`src/rtl/table_loader_pkg.sv`:
```
`default_nettype none
// ============================================================================
//  Module   : table_loader_pkg
//  Purpose  : Shared types and constants for the table loader. Holds the
//             loader state encoding, the default table geometry and the
//             number of byte lanes packed into each SRAM word.
//  Contents : state_t        - loader FSM state (IDLE/COLLECT/WRITE/DONE)
//             DEPTH_DEFAULT  - default number of words per load
//             ADDR_W_DEFAULT - default SRAM address width
//             LANES          - bytes per SRAM word
//             LANE_W         - width of the lane counter
//             WORD_W         - SRAM word width in bits
//  Revision : 1.0 - initial release
// ============================================================================
package table_loader_pkg;

   localparam int DEPTH_DEFAULT  = 256;
   localparam int ADDR_W_DEFAULT = 8;

   localparam int LANES  = 4;
   localparam int LANE_W = $clog2(LANES);
   localparam int WORD_W = 8 * LANES;

   typedef enum logic [1:0] {
      ST_IDLE    = 2'd0,
      ST_COLLECT = 2'd1,
      ST_WRITE   = 2'd2,
      ST_DONE    = 2'd3
   } state_t;

endpackage
`default_nettype wire

```
`src/rtl/table_loader_word_assembler.sv`:
```
`default_nettype none
// ============================================================================
//  Module   : word_assembler
//  Purpose  : Packs accepted bytes into little-endian SRAM words and keeps a
//             running modulo-256 checksum of every accepted byte.
//  Ports    : clk        in  1       - clock
//             reset      in  1       - synchronous active-high reset
//             clear      in  1       - restart: lane count, lanes, csum to 0
//             accept     in  1       - a byte transfers this cycle
//             data       in  8       - byte being transferred
//             word_ready out 1       - this accept completes a word
//             word       out WORD_W  - completed word, valid with word_ready
//             csum       out 8       - registered byte checksum
//  Revision : 1.0 - initial release
// ============================================================================
module word_assembler
   import table_loader_pkg::*;
(
   input  logic              clk,
   input  logic              reset,
   input  logic              clear,
   input  logic              accept,
   input  logic [7:0]        data,
   output logic              word_ready,
   output logic [WORD_W-1:0] word,
   output logic [7:0]        csum
);

   localparam logic [LANE_W-1:0] LAST_LANE = LANE_W'(LANES - 1);

   logic [LANE_W-1:0]   lane_cnt;
   // Only the first LANES-1 bytes are stored; the final byte is merged
   // combinationally so the finished word is available on its accept cycle.
   logic [WORD_W-9:0]   lanes;

   // New bytes enter at the top and shift down, so after LANES-1 accepts the
   // oldest byte sits in bits 7:0 (lane 0).
   assign word_ready = accept && (lane_cnt == LAST_LANE);
   assign word       = {data, lanes};

   always_ff @(posedge clk) begin
      if (reset || clear) begin
         lane_cnt <= '0;
         lanes    <= '0;
         csum     <= '0;
      end else if (accept) begin
         lane_cnt <= (lane_cnt == LAST_LANE) ? '0 : lane_cnt + LANE_W'(1);
         lanes    <= {data, lanes[WORD_W-9:8]};
         csum     <= csum + data;
      end
   end

endmodule
`default_nettype wire

```
`src/rtl/table_loader.sv`:
```
`default_nettype none
// ============================================================================
//  Module   : table_loader
//  Purpose  : Collects a byte stream into 32-bit words and writes DEPTH
//             consecutive words into an SRAM write port starting at address
//             0, reporting completion with a one-cycle done pulse and a
//             modulo-256 checksum of the bytes received.
//  Ports    : clk      in  1       - clock
//             reset    in  1       - synchronous active-high reset
//             start    in  1       - begin a load (honoured only in IDLE)
//             abort    in  1       - terminate a load in progress
//             s_valid  in  1       - byte-stream valid
//             s_data   in  8       - byte-stream data
//             s_ready  out 1       - byte-stream ready
//             csb0     out 1       - SRAM select, active low
//             web0     out 1       - SRAM write enable, active low
//             wmask0   out 4       - SRAM byte write mask
//             addr0    out ADDR_W  - SRAM address
//             din0     out 32      - SRAM write data
//             busy     out 1       - load in progress
//             done     out 1       - one-cycle completion pulse
//             csum     out 8       - byte checksum since last start
//  Revision : 1.0 - initial release
// ============================================================================
module table_loader
   import table_loader_pkg::*;
#(
   parameter int DEPTH  = DEPTH_DEFAULT,
   parameter int ADDR_W = ADDR_W_DEFAULT
) (
   input  logic              clk,
   input  logic              reset,
   input  logic              start,
   input  logic              abort,
   input  logic              s_valid,
   input  logic [7:0]        s_data,
   output logic              s_ready,
   output logic              csb0,
   output logic              web0,
   output logic [LANES-1:0]  wmask0,
   output logic [ADDR_W-1:0] addr0,
   output logic [WORD_W-1:0] din0,
   output logic              busy,
   output logic              done,
   output logic [7:0]        csum
);

   localparam logic [ADDR_W-1:0] LAST_INDEX = ADDR_W'(DEPTH - 1);

   state_t              state;
   state_t              state_next;
   logic [ADDR_W-1:0]   index;
   logic [ADDR_W-1:0]   index_next;

   logic                s_ready_next;
   logic                csb0_next;
   logic                web0_next;
   logic [LANES-1:0]    wmask0_next;
   logic [ADDR_W-1:0]   addr0_next;
   logic [WORD_W-1:0]   din0_next;
   logic                busy_next;
   logic                done_next;

   logic                accept;
   logic                clear;
   logic                word_ready;
   logic [WORD_W-1:0]   word;

   // s_ready is a registered copy of "state is COLLECT", so the handshake
   // needs no further qualification by state.
   assign accept = s_valid && s_ready;

   word_assembler u_assembler (
      .clk        (clk),
      .reset      (reset),
      .clear      (clear),
      .accept     (accept),
      .data       (s_data),
      .word_ready (word_ready),
      .word       (word),
      .csum       (csum)
   );

   always_ff @(posedge clk) begin
      if (reset) begin
         state   <= ST_IDLE;
         index   <= '0;
         s_ready <= 1'b0;
         csb0    <= 1'b1;
         web0    <= 1'b1;
         wmask0  <= '0;
         addr0   <= '0;
         din0    <= '0;
         busy    <= 1'b0;
         done    <= 1'b0;
      end else begin
         state   <= state_next;
         index   <= index_next;
         s_ready <= s_ready_next;
         csb0    <= csb0_next;
         web0    <= web0_next;
         wmask0  <= wmask0_next;
         addr0   <= addr0_next;
         din0    <= din0_next;
         busy    <= busy_next;
         done    <= done_next;
      end
   end

   always_comb begin
      state_next   = state;
      index_next   = index;
      clear        = 1'b0;

      s_ready_next = 1'b0;
      csb0_next    = 1'b1;
      web0_next    = 1'b1;
      wmask0_next  = '0;
      addr0_next   = addr0;
      din0_next    = din0;
      busy_next    = 1'b1;
      done_next    = 1'b0;

      case (state)
         ST_IDLE: begin
            if (start && !abort) begin
               state_next = ST_COLLECT;
               index_next = '0;
               clear      = 1'b1;
            end
         end
         ST_COLLECT: begin
            if (abort) begin
               state_next = ST_IDLE;
            end else if (word_ready) begin
               state_next = ST_WRITE;
            end
         end
         ST_WRITE: begin
            // The strobe for this cycle is already on the port; abort only
            // decides where we go next.
            if (abort) begin
               state_next = ST_IDLE;
            end else if (index == LAST_INDEX) begin
               state_next = ST_DONE;
               index_next = '0;
            end else begin
               state_next = ST_COLLECT;
               index_next = index + ADDR_W'(1);
            end
         end
         ST_DONE: begin
            state_next = ST_IDLE;
         end
         default: begin
            state_next = ST_IDLE;
         end
      endcase

      // Outputs are decoded from the next state so every port is a flop
      // that lines up exactly with the state it describes.
      case (state_next)
         ST_IDLE: begin
            busy_next = 1'b0;
         end
         ST_COLLECT: begin
            s_ready_next = 1'b1;
         end
         ST_WRITE: begin
            csb0_next   = 1'b0;
            web0_next   = 1'b0;
            wmask0_next = {LANES{1'b1}};
            addr0_next  = index;
            din0_next   = word;
         end
         ST_DONE: begin
            done_next = 1'b1;
         end
         default: begin
            busy_next = 1'b0;
         end
      endcase
   end

endmodule
`default_nettype wire

```
`config.mk`:
```
export PLATFORM = sky130hd
export DESIGN_NAME = table_loader
export DESIGN_NICKNAME = d
export VERILOG_FILES = /design/src/rtl/table_loader_pkg.sv /design/src/rtl/table_loader_word_assembler.sv /design/src/rtl/table_loader.sv
export SDC_FILE = /design/constraint.sdc
export NUM_CORES = 1
export LEC_CHECK = 0
export CAP_MARGIN = 40
export CORE_ASPECT_RATIO = 1.4
export CORE_MARGIN = 2
export CORE_UTILIZATION = 45
export DETAILED_ROUTE_END_ITERATION = 6
export PLACE_DENSITY_LB_ADDON = 0.15
export RECOVER_POWER = 25
export SETUP_SLACK_MARGIN = 0.02
export SLEW_MARGIN = 20
export SYNTH_ARGS = -nofsm -noshare
export SYNTH_HDL_FRONTEND = slang
export SYNTH_SLANG_ARGS = --single-unit
export TNS_END_PERCENT = 100
```
`constraint.sdc`:
```
create_clock -name clk -period 6 [get_ports clk]
set_clock_uncertainty 0.05 [all_clocks]
set_input_delay 1.8 -clock clk [delete_from_list [all_inputs] [get_ports clk]]
set_output_delay 1.8 -clock clk [all_outputs]
set_load 0.01 [all_outputs]
```
==> flow_summary_export.csv, run 1 <==
group,metric,value,unit
logic_synthesis,yosysTopAreaCell,"dfxtp_1",
finish,design_area,4419,sq um
cts,clk_pin_slew,80,ps
logic_synthesis,yosys_warnings,0,
cts,htree_levels,3,
worst_setup_path,timing.rr.end,"u_assembler.csum[6]$_SDFFE_PP0P_",
logic_synthesis,netlist.area_leader.share,50.55,%
job,cap_violations,0,
sta,grt_setup_unrepaired,"false",
sta,slew_viol_final,0,
pwr,peakVddDrop,0.1249,mV
sta,slew_headroom,64.99,%
pwr,pwr-share-seq,58.8,%
place,postPlaceCellArea,4253,sq um
logic_synthesis,synth_area_leaders,"dfxtp_1 (51%), nand2_1 (15%), a21oi_1 (11%)",
global_routing,grt_busiest_layer,"met2",
sta,hold_viol,0,
worst_setup_path,critPathKind,"input port to flop",
worst_setup_path,crit_path_end,"u_assembler.csum[6]$_SDFFE_PP0P_",
detailed_routing,vias_per_cell,5.035,
sta,worst_slew_pin_slew,519.7,ps
pwr,intPower,786.5,uW
cts,post_cts_resized,0,
cts,clock-sinks,89,
logic_synthesis,seq_area_frac_synth,50.55,%
pwr,p_sw_share,22.52,%
pwr,leakage,0.001583,uW
worst_setup_path,worstPathArrival,4030,ps
cts,cts_tree,"built",
sta,final-setup-viol-count,0,
outcome,status,"finished clean",
worst_setup_path,ff2ff_path_depth,8,
global_routing,grtUsageMet3,3.477,%
global_routing,grt_start_max_net_pins,49,
cts,cts_hold_buf,0,
logic_synthesis,synth_area,3525,sq um
global_routing,grt_overflow_total,0,
logic_synthesis,synthDistinctLibCells,44,
floorplan,die-area,8566,sq um
worst_setup_path,r2r_slack,3840,ps
logic_synthesis,async_flop_share,0,%
pwr,switchingPower,228.6,uW
logic_synthesis,syn_inst,435,
sta,fin_setup_tns,0,ps
finish,layout-drive-gt1-share,5.040,%
global_routing,grt_pass1_wl,12980,um
finish,nets,514,
floorplan,io_pins,70,
worst_hold_path,hp-class,"flop to flop",
detailed_routing,route.vias.total,3001,
cts,cts_buffer_depth,2,
pwr,p_clk_share,36.0,%
finish,area_growth,25.38,%
cts,worstSkewPairLatency,350,ps
logic_synthesis,synth_nets,458,
logic_synthesis,synth-edff-count,0,
place,dpl.hpwl,5424,um
global_routing,antenna_found_initial,0,
floorplan,start_util,46.04,%
pwr,pwr-share-comb,5.2,%
place,io_buffers,69,
floorplan,fp.dieW,78.80,um
detailed_routing,dr.first_iter.drc_count,184,
worst_setup_path,cp-end-kind,"flop",
global_routing,grtUsageTotal,19.30,%
cts,clock-root-buffer,"clkbuf_8",
sta,fin_crit_sh,63.94,%
floorplan,rows,38,
worst_setup_path,startpoint,"abort",
global_routing,use_met1,24.22,%
logic_synthesis,ys_ff_latch,89,
sta,post-route-min-period,3837,ps
detailed_routing,wl_per_cell,13.00,um
detailed_routing,routed_wl,7746,um
logic_synthesis,ys.flop_type,"dfxtp_1",
worst_setup_path,timing.rr.start,"u_assembler.csum[0]$_SDFFE_PP0P_",
detailed_routing,dr.pass1.iters,4,
floorplan,core-area,7655,sq um
cts,cts_made_buffers,9,
detailed_routing,drc,0,
worst_setup_path,crit_path_cell_trace,"dlygate4sd3_1, nor2_1, a31o_1, buf_4, nor4b_1, and3_1, or3_1",
cts,postCtsSetupBuffers,0,
worst_setup_path,worstSetupStartpointType,"input port",
worst_setup_path,slowest_stage,"dlygate4sd3_1",
floorplan,die_y,108.7,um
detailed_routing,ant_nets,0,
place,place_congestion,0.8283,
worst_setup_path,slowest_delay,610,ps
finish,antenna_cells,0,
sta,fmax,260.6,MHz
pwr,pwr_density_cell,229.7,nW/um^2
global_routing,grt_use_met2,32.66,%
global_routing,first_global_vias,2720,
logic_synthesis,syn_area_per_cell,8.103,sq um
worst_setup_path,cp.required,6190,ps
worst_setup_path,crit_path_max_fanout,38,
cells in the mapped netlist, types with 2 or more instances:
cell        n
a21o_1      2
buf_4       4
ha_1        9
inv_1       6
nand3_1     2
xnor2_1     4
nor2b_1     4
nand4_1     2
and3_1      2
and2_1      3
buf_2       7
nor2_1     12
xor2_1      2
o21a_1      4
clkbuf_1   19
o31ai_1     2
nand2_1   145
a211oi_1    3
nor3_1      9
or3_1       3
a21oi_1    75
dfxtp_1    89
a32oi_1     2
o21ai_0     5
placed cells by master, fill, tap and decap left out, drive strengths merged, types with 2 or more instances in the layout:
cell type	netlist	routed
nor2	14	14
a211oi	3	3
nor3	9	9
nor2b	4	4
o21ai	5	5
dlygate4sd3	0	33
o21a	4	4
a31oi	2	2
inv	6	6
o31ai	2	2
clkbuf	19	13
nand4	2	2
nand3	3	3
buf	12	7
clkdlybuf4s50	0	36
dfxtp	89	89
and2	3	3
and3	2	2
a21oi	76	76
clkinv	0	3
or3	3	3
a32oi	2	2
xor2	2	2
nand2	145	145
xnor2	4	4
a21o	2	2
ha	9	9
power groups by stage:
stage / combinational (uW) / clock [uW] / sequential [uW]
after floorplan: 31.5 / 0 / 611
after global placement: 52.9 / 0 / 611
after detailed placement: 53.6 / 0 / 611
after CTS: 53.8 / 375 / 597
after global routing: 58.6 / 406 / 598
final: 52.9 / 365 / 597
routing by layer:
layer / up-vias / share of wire (%)
li1: 1561 / -
met1: 1381 / 45
met2: 50 / 51
met3: 9 / 3.0
met4: 0 / 1.4
met5: - / 0
how the worst min path moves through the flow:
stage                                      startpoint                    end  slack [ps]  depth (start not counted)
floorplan           u_assembler.lanes[0]$_SDFFE_PP0P_   din0[0]$_SDFFE_PP0N_         380                          2
global placement    u_assembler.lanes[4]$_SDFFE_PP0P_   din0[4]$_SDFFE_PP0N_         390                          2
global route                     din0[5]$_SDFFE_PP0N_   din0[5]$_SDFFE_PP0N_         420                          2
finish                           din0[5]$_SDFFE_PP0N_   din0[5]$_SDFFE_PP0N_         400                          2
detailed placement              addr0[4]$_SDFFE_PP0N_  addr0[4]$_SDFFE_PP0N_         400                          2
CTS                             addr0[4]$_SDFFE_PP0N_  addr0[4]$_SDFFE_PP0N_         410                          2
cell families (layout without fill, tap and decap cells):
family	Yosys count	after routing	share of synthesized area, %
compound gates	101	101	16.15
simple gates	192	192	23.22
buf+inv	37	98	4.828
xor+xnor	6	6	1.491
flops	89	89	50.55
fa+ha+maj	10	10	3.763
state kept, by name, indices dropped and copies added (netlist names):
name / cells
done: 1
u_assembler.csum: 8
din0: 32
s_ready: 1
u_assembler.lane_cnt: 2
web0: 1
busy: 1
wmask0: 1
addr0: 8
state: 2
u_assembler.lanes: 24
index: 8
worst max-delay path, delay by kind of cell:
kind	cells	cell delay (ps)
buf+inv	2	970
compound gates	1	210
simple gates	4	1040
area by class of cell:
type / count / area [sq um]
repair buffers: 76 / 750.7
multi-input cells: 309 / 1565
well taps: 100 / 125.1
clock inverters: 3 / 15.01
flip-flops and latches: 89 / 1782
inverters: 6 / 22.52
clock buffers: 13 / 158.9
fillers: 739 / 3236
metrics by stage:
step	hold slack, ps	std cells	setup WS [ps]	total power (uW)	utilization [%]
2_1_floorplan	382.1	435	2588	642.7	-
3_3_place_gp	392.2	579	1758	664.3	55.36
3_5_place_dp	397.1	580	1869	664.8	55.56
4_1_cts	408.0	596	2240	1026	57.83
5_1_grt	424.5	596	1991	1062	57.73
6_report	403.3	596	2163	1015	57.73
(Power assumes the default switching activity.)
==> run 2: changes to the inputs <==
Clock period 6 ns to 3.57 ns, I/O delays scaled along.
==> run 2 against run 1 <==
Compared with the run above: critical path depth unchanged; non-clock buffer count unchanged; sequential power increased by 68%; first-iteration DRC count increased by 4.9%; cell count unchanged; total power increased by 83%; flip-flop and latch count unchanged; wire length increased by 2.6%; critical path type unchanged; critical endpoint is now web0$_SDFF_PP1_; largest cell class unchanged; highest routed layer unchanged.
==> flow_summary_export.csv, run 2 (same netlist as run 1, synthesis figures left out) <==
group,metric,value,unit
outcome,status,"finished clean",
cts,post_cts_resized,0,
worst_setup_path,worstPathArrival,3240,ps
pwr,pwr-share-comb,4.8,%
finish,largest_register,"din0",
cts,postCtsSetupBuffers,0,
floorplan,io_pins,70,
pwr,pwr_density_cell,416.7,nW/um^2
cts,clock-sinks,89,
detailed_routing,drc,0,
finish,antenna_cells,0,
finish,area_growth,26.77,%
floorplan,die_y,108.7,um
detailed_routing,dr.pass1.iters,4,
place,dpl.hpwl,5551,um
worst_setup_path,cp-end-kind,"flop",
worst_setup_path,cp.required,3770,ps
worst_setup_path,slowest_delay,580,ps
global_routing,grtUsageTotal,19.73,%
detailed_routing,dr.first_iter.drc_count,193,
global_routing,grt_overflow_total,0,
detailed_routing,vias_per_cell,5.114,
sta,grt_setup_unrepaired,"false",
pwr,peakVddDrop,0.2846,mV
sta,fin_setup_tns,0,ps
detailed_routing,ant_nets,0,
place,place_congestion,0.8286,
worst_hold_path,hp-class,"flop to flop",
detailed_routing,routed_wl,7949,um
cts,clock-root-buffer,"clkbuf_8",
pwr,intPower,1449,uW
sta,holdWs,399.8,ps
floorplan,core-area,7655,sq um
finish,mostFrequentLayoutCells,"nand2_1 (145), dfxtp_1 (89), a21oi_1 (75)",
worst_setup_path,worst-path-buf-inv,3,
cts,htree_levels,3,
global_routing,antenna_found_initial,0,
worst_setup_path,critPathKind,"input port to flop",
sta,hold_viol,0,
finish,largest_reg_flops,32,
cts,cts_hold_buf,0,
finish,reg_top3,"din0 x32, u_assembler.lanes x24",
sta,worst_slew_pin_slew,756.4,ps
pwr,p_clk_share,41.3,%
floorplan,die-area,8566,sq um
sta,fin_crit_sh,85.23,%
sta,fmax,328.7,MHz
finish,n_fill_cell,751,
detailed_routing,wl_per_cell,13.34,um
pwr,p_sw_share,22.18,%
finish,layout-drive-gt1-share,5.040,%
cts,clk_pin_slew,90,ps
finish,nets,514,
global_routing,first_global_vias,2828,
floorplan,fp.dieW,78.80,um
place,io_buffers,69,
cts,cts_made_buffers,9,
worst_setup_path,crit_path_cell_trace,"dlygate4sd3_1, and2_0, and4b_1, clkbuf_1, a31oi_1, nor3_1, inv_1",
worst_setup_path,worstSetupStartpointType,"input port",
sta,final-setup-viol-count,0,
worst_setup_path,crit_path_max_fanout,14,
worst_setup_path,r2r_slack,1430,ps
cts,cts_buffer_depth,2,
worst_setup_path,crit_family,"buffers and inverters",
sta,slew_viol_final,0,
pwr,leakage,0.001584,uW
floorplan,start_util,46.04,%
global_routing,grt_pass1_wl,13060,um
detailed_routing,route.vias.total,3048,
cts,cts_tree,"built",
pwr,switchingPower,413.0,uW
job,cap_violations,0,
worst_setup_path,slowest_stage,"clkbuf_1",
sta,slew_headroom,49.57,%
finish,final_common_cell,"nand2_1",
floorplan,rows,38,
cts,worstSkewPairLatency,360,ps
pwr,pwr-share-seq,53.9,%
sta,post-route-min-period,3043,ps
global_routing,grt_start_max_net_pins,48,
==> run 2: changes by cell type in the layout (fill, tap and decap cells not counted), sizes merged <==
cell	previous run	this run
bufinv	0	2
clkbuf	13	11
clkinv	3	2
buf	7	6
dlygate4sd3	33	29
clkinvlp	0	1
inv	6	7
clkdlybuf4s50	36	40
==> run 2: final cells by class <==
type	instances	area (sq um)	area share (%)
Multi-Input combinational cell	309	1559	34.89
Clock inverter	6	90.09	2.016
Sequential cell	89	1782	39.88
Timing Repair Buffer	76	752.0	16.83
Tap cell	100	125.1	2.800
Inverter	6	22.52	0.5041
Clock buffer	10	137.6	3.080
==> run 2: worst paths after layout <==
path                                           from                               end  depth (start not counted)
setup reg to reg   u_assembler.csum[0]$_SDFFE_PP0P_  u_assembler.csum[6]$_SDFFE_PP0P_                          8
hold reg to reg   u_assembler.lanes[3]$_SDFFE_PP0P_              din0[3]$_SDFFE_PP0N_                          2
setup / recovery                            s_valid                   web0$_SDFF_PP1_                          7
hold / removal    u_assembler.lanes[3]$_SDFFE_PP0P_              din0[3]$_SDFFE_PP0N_                          2
==> run 2: stage by stage <==
step	worst slack, ps	std cells	util, %	instance area [sq um]	power (uW)
6_report	527.3	596	58.37	4468	1862
5_1_grt	296.3	596	58.37	4468	1940
3_5_place_dp	232.2	580	55.62	4258	1118
2_1_floorplan	886.8	435	-	3525	1080
3_3_place_gp	270.7	580	55.62	4258	1116
4_1_cts	613.3	596	58.60	4486	1882
==> run 2: metal layers <==
layer	vias up	wire length, um	track usage (%)
li1	1555	-	-
met1	1414	3265	22.75
met2	66	4216	35.23
met3	13	301	3.477
met4	0	165	9.273
met5	-	0	0
==> run 2: tightest hold or removal path, cell delays in order (launching register included) <==
cell and delay [ps]:
dfxtp_1 320, nand2_1 50, a21oi_1 50
==> run 2: power by group through the flow <==
stage	clock [uW]	sequential [uW]	combinational, uW
after floorplan	0	1030	52.9
after global placement	0	1030	89.4
after detailed placement	0	1030	90.9
after CTS	787	1000	91.4
after global routing	836	1000	99.5
final	769	1000	89.5
